==> src/rtl/long_imul_if.sv <==
// Start/ready handshake and operand/product bus for the iterative multiplier.
interface long_imul_if #(
  parameter int unsigned WIDTH = 32
);
  logic [WIDTH-1:0]   multiplicand;
  logic [WIDTH-1:0]   multiplier;
  logic               start;
  logic               signd;
  logic               ready;
  logic [2*WIDTH-1:0] product;

  modport master (
    output multiplicand, multiplier, start, signd,
    input  ready, product
  );

  modport slave (
    input  multiplicand, multiplier, start, signd,
    output ready, product
  );
endinterface

==> src/rtl/long_imul.sv <==
// Iterative radix-2 shift-add multiplier for MULT/MULTU, producing {hi, lo}.
// Signed operands are multiplied as magnitudes and the sign is reapplied
// on the output, so the datapath itself is purely unsigned.
module long_imul #(
  parameter int unsigned WIDTH = 32
) (
  input  logic        clk,
  input  logic        nrst,
  long_imul_if.slave  bus
);
  localparam int unsigned CW = $clog2(WIDTH) + 1;

  logic [WIDTH:0]     acc;
  logic [WIDTH-1:0]   mq;
  logic [WIDTH-1:0]   mcand;
  logic [CW-1:0]      count;
  logic               neg;

  logic [WIDTH-1:0]   abs_a;
  logic [WIDTH-1:0]   abs_b;
  logic               zero_op;
  logic [WIDTH:0]     sum;
  logic [2*WIDTH-1:0] raw;

  // Operand magnitudes and partial-product sum for the current step.
  always_comb begin
    abs_a   = (bus.signd && bus.multiplicand[WIDTH-1]) ? -bus.multiplicand : bus.multiplicand;
    abs_b   = (bus.signd && bus.multiplier[WIDTH-1])   ? -bus.multiplier   : bus.multiplier;
    zero_op = (bus.multiplicand == '0) || (bus.multiplier == '0);
    sum     = acc + (mq[0] ? {1'b0, mcand} : '0);
  end

  // Load on start, otherwise shift-add one bit per edge while counting down.
  always_ff @(posedge clk or negedge nrst) begin
    if (!nrst) begin
      acc   <= '0;
      mq    <= '0;
      mcand <= '0;
      count <= '0;
      neg   <= 1'b0;
    end else if (bus.start) begin
      acc <= '0;
      if (zero_op) begin
        mq    <= '0;
        neg   <= 1'b0;
        count <= '0;
      end else begin
        mq    <= abs_b;
        mcand <= abs_a;
        neg   <= bus.signd & (bus.multiplicand[WIDTH-1] ^ bus.multiplier[WIDTH-1]);
        count <= CW'(WIDTH);
      end
    end else if (count != '0) begin
      {acc, mq} <= {1'b0, sum, mq[WIDTH-1:1]};
      count     <= count - 1'b1;
    end
  end

  // Product is formed from latched state only; ready drops as soon as start arrives.
  always_comb begin
    raw         = {acc[WIDTH-1:0], mq};
    bus.product = neg ? -raw : raw;
    bus.ready   = (count == '0) && !bus.start;
  end
endmodule

==> src/flat_wrapper.sv <==
// flat-port wrapper written by rule: the top's interface ports become plain ports
module long_imul_flat 
#(
  parameter int unsigned WIDTH = 32
)
  (clk, nrst, bus_multiplicand, bus_multiplier, bus_start, bus_signd, bus_ready, bus_product);
  long_imul_if #(.WIDTH(WIDTH)) bus_i ();
  input  logic clk;
  input  logic nrst;
  input wire logic [$bits(bus_i.multiplicand)-1:0] bus_multiplicand;
  input wire logic [$bits(bus_i.multiplier)-1:0] bus_multiplier;
  input wire logic [$bits(bus_i.start)-1:0] bus_start;
  input wire logic [$bits(bus_i.signd)-1:0] bus_signd;
  output wire logic [$bits(bus_i.ready)-1:0] bus_ready;
  output wire logic [$bits(bus_i.product)-1:0] bus_product;
  assign bus_i.multiplicand = bus_multiplicand;
  assign bus_i.multiplier = bus_multiplier;
  assign bus_i.start = bus_start;
  assign bus_i.signd = bus_signd;
  assign bus_ready = bus_i.ready;
  assign bus_product = bus_i.product;
  long_imul #(.WIDTH(WIDTH)) u_core (.clk(clk), .nrst(nrst), .bus(bus_i));
endmodule
==> config.mk <==
export PLATFORM = sky130hd
export DESIGN_NAME = long_imul_flat
export DESIGN_NICKNAME = d
export VERILOG_FILES = /design/src/rtl/long_imul_if.sv /design/src/rtl/long_imul.sv /design/src/flat_wrapper.sv
export SDC_FILE = /design/constraint.sdc
export NUM_CORES = 1
export LEC_CHECK = 0
export CAP_MARGIN = 5
export CORE_ASPECT_RATIO = 1.1
export CORE_MARGIN = 3
export CORE_UTILIZATION = 51
export CTS_CLUSTER_DIAMETER = 150
export DETAILED_ROUTE_END_ITERATION = 12
export PLACE_DENSITY = 0.83
export SLEW_MARGIN = 25
export SYNTH_ARGS = -nofsm -noshare
export SYNTH_HDL_FRONTEND = slang
export SYNTH_SLANG_ARGS = --single-unit
==> constraint.sdc <==
create_clock -name clk -period 2.8 [get_ports clk]
set_input_delay 0.42 -clock clk [delete_from_list [all_inputs] [get_ports clk]]
set_output_delay 0.42 -clock clk [all_outputs]
set_load 0.005 [all_outputs]
==> results.cfg <==
[run_status]
status = complete, but fails checks
failed_checks = negative setup slack

[logic_synthesis]
yosys_warnings = 0
synth.largest_area_cell = dfrtp_1
synth_ff_type = dfrtp_1
synth_area_per_cell_sq_um = 8.030
async_flop_share_pct = 100.0
synth_cell_types = 65
ys_ff_latch = 103
synth_area_leaders = dfrtp_1 (29%), xnor2_1 (11%), nand2_1 (5.5%)
synth-edff-count = 0
synth.net_count = 1215
syn_inst = 1110
syn_area_sq_mm = 0.008914
yosys.area.top_type_share_pct = 28.92
yosysSeqAreaShare_pct = 28.92

[cts]
cts_root_buf = clkbuf_16
clockBufferDepth = 2
numCtsBuffers = 9
htreeDepth = 3
clock-sinks = 103
clk_pin_slew_ns = 0.07
clock_latency_ns = 0.37
cts_tree = done

[critical_path]
worst-setup-path-type = reg2out
crit_required_ns = 2.38
cp_max_fo = 3
arrival_ns = 3.17
cp-start-kind = flip-flop
endpoint_kind = output port

[min_path]
hp-class = in2async

[route]
dr.pass1.iters = 8
drtAntennaViolNets = 0
routed_wl_mm = 41.05
drc = 0
drt-initial-drc-count = 1752
via_per_inst = 6.768
wl_per_cell_microns = 24.30
vias = 11430

[global_route]
grt_usage_pct = 35.36
grt_pass1_wl_mm = 54.05
grt_max_degree = 59
overflow = 0
antenna_found_initial = 0
grt_pass1_vias = 10170

[pwr]
power.density_mw_per_mm2 = 711.8
finalPower_mw = 9.945
p_leak_nw = 5.912
peakVddDrop_uv = 467.7

[sta]
max_freq_ghz = 0.2787
hold_violations = 0
final-setup-viol-count = 63
period_share_pct = 128.1
skew_ns = 0.01062
fin_crit_ns = 3.588
rsz0062_at_grt = yes
worst_slack_ns = -0.7876
tightest_slew_ns = 0.6618
slew_headroom_pct = 55.72
drv_slew = 0

[layout]
drive_gt1_share_pct = 35.95
final_util_pct = 81.80
mostFrequentLayoutCell = buf_4
syn_to_final_growth_pct = 56.74
final_cell_mix = buf_4 (228), nand2_1 (113), dfrtp_1 (102)
antennaDiodeCount = 0
final_nets = 1555

[floorplanning]
die_area_sq_mm = 0.01910
initial_core_util_pct = 52.19
core_sq_mm = 0.01708
io_pins = 133
rows = 50
die_y_microns = 144.7
die_w_microns = 132.1

[place]
gp_routability_congestion = 0.9468
place_ws_ns = -0.7496
io_buffers = 132
hpwl_mm = 23.24

[flow_run]
drv_cap = 0
## cell usage after synthesis, types with 13 or more instances
cell and number:
o21ai_0 96, xor2_1 33, o31ai_1 28, xnor2_1 109, or3_1 21, clkbuf_1 45
dfrtp_1 103, or4_1 14, nand3_1 17, a21oi_1 72, nor2_1 71, o41ai_1 13
mux2i_1 38, nand2_1 131, o22ai_1 32, nor4_1 16, inv_1 28, and2_1 36
nor3_1 25, ha_1 36
## area by class of cell
class | instances | area [sq um]
repair buffers | 391 | 3336
clock buffers | 13 | 260.3
well taps | 234 | 292.8
inverters | 28 | 105.1
clock inverters | 3 | 65.06
multi-input cells | 917 | 7331
fillers | 898 | 3108
flip-flops and latches | 103 | 2581
## worst max-delay path, stage by stage (launching register included)
cell	delay [ns]
dfrtp_1	0.38
or4_4	0.56
or3_4	0.37
or3b_4	0.44
buf_4	0.16
buf_6	0.11
buf_6	0.11
nor2_4	0.15
a21oi_2	0.11
xnor2_1	0.22
buf_2	0.17
## metal layers
layer	share of wire [%]	global-route usage [%]	up-vias	wire length, microns
li1	-	-	4688	-
met1	35	44.16	5314	14300
met2	46	60.43	1044	18700
met3	12	6.708	385	4828
met4	7.8	15.37	0	3220
met5	0	0	-	0
## flip-flops by register name, summed over array words and instances (netlist names)
register      cells
u_core.count      6
u_core.neg        1
u_core.mq        32
u_core.acc       32
u_core.mcand     32
## stage by stage
step | setup TNS, ns | std cells | instance area (sq um) | hold slack (ns)
2_1_floorplan | -0.6992 | 1110 | 8971 | 0.1244
3_3_place_gp | -48.03 | 1635 | 12020 | 0.4450
3_5_place_dp | -53.21 | 1635 | 12020 | 0.4529
4_1_cts | -21.91 | 1671 | 13150 | 0.07109
5_1_grt | -29.48 | 1689 | 13970 | 0.1068
6_report | -25.63 | 1689 | 13970 | 0.05087
## where the power goes
group	total [mW]	switching, mW	internal (mW)
logic	6.28	3.49	2.79
clock network	1.44	0.603	0.833
registers	2.23	0.395	1.83
total	9.94	4.49	5.46
## worst paths after layout
kind / from / endpoint / slack [ns] / cells past startpoint
hold reg to reg: u_core.mcand[7] / u_core.mcand[7] / 0.49 / 2
setup / recovery: u_core.mq[12] / bus_product[33] / -0.79 / 10
min in group clk: bus_start / u_core.count[3] / 0.39 / 2
max in group asynchronous: nrst / u_core.mq[13] / 1.99 / 2
setup reg to reg: u_core.mq[0] / u_core.acc[30] / -0.31 / 13
hold / removal: nrst / u_core.acc[27] / 0.05 / 1
## kinds of logic after synthesis
group                      after synthesis  share of synthesized area, %
and+or+nand+nor                        391                         22.01
AOI/OAI and AO/OA                      309                         21.27
xor gates and xnor gates               142                         13.95
DFF                                    103                         28.92
buffers and inverters                   90                         4.309
muxes                                   38                         4.267
adders and majority gates               37                         5.278
## what timing repair did
item | 4_1_cts | 5_1_grt
hold buffers | 0 | 0
pin swaps | 53 | 87
gates resized for setup | 336 | 177
endpoints found under the hold margin | 0 | 0
setup buffers | 20 | 18
cloned | 4 | 2
endpoints found under the setup margin | 133 | 147
(Power assumes the default switching activity.)
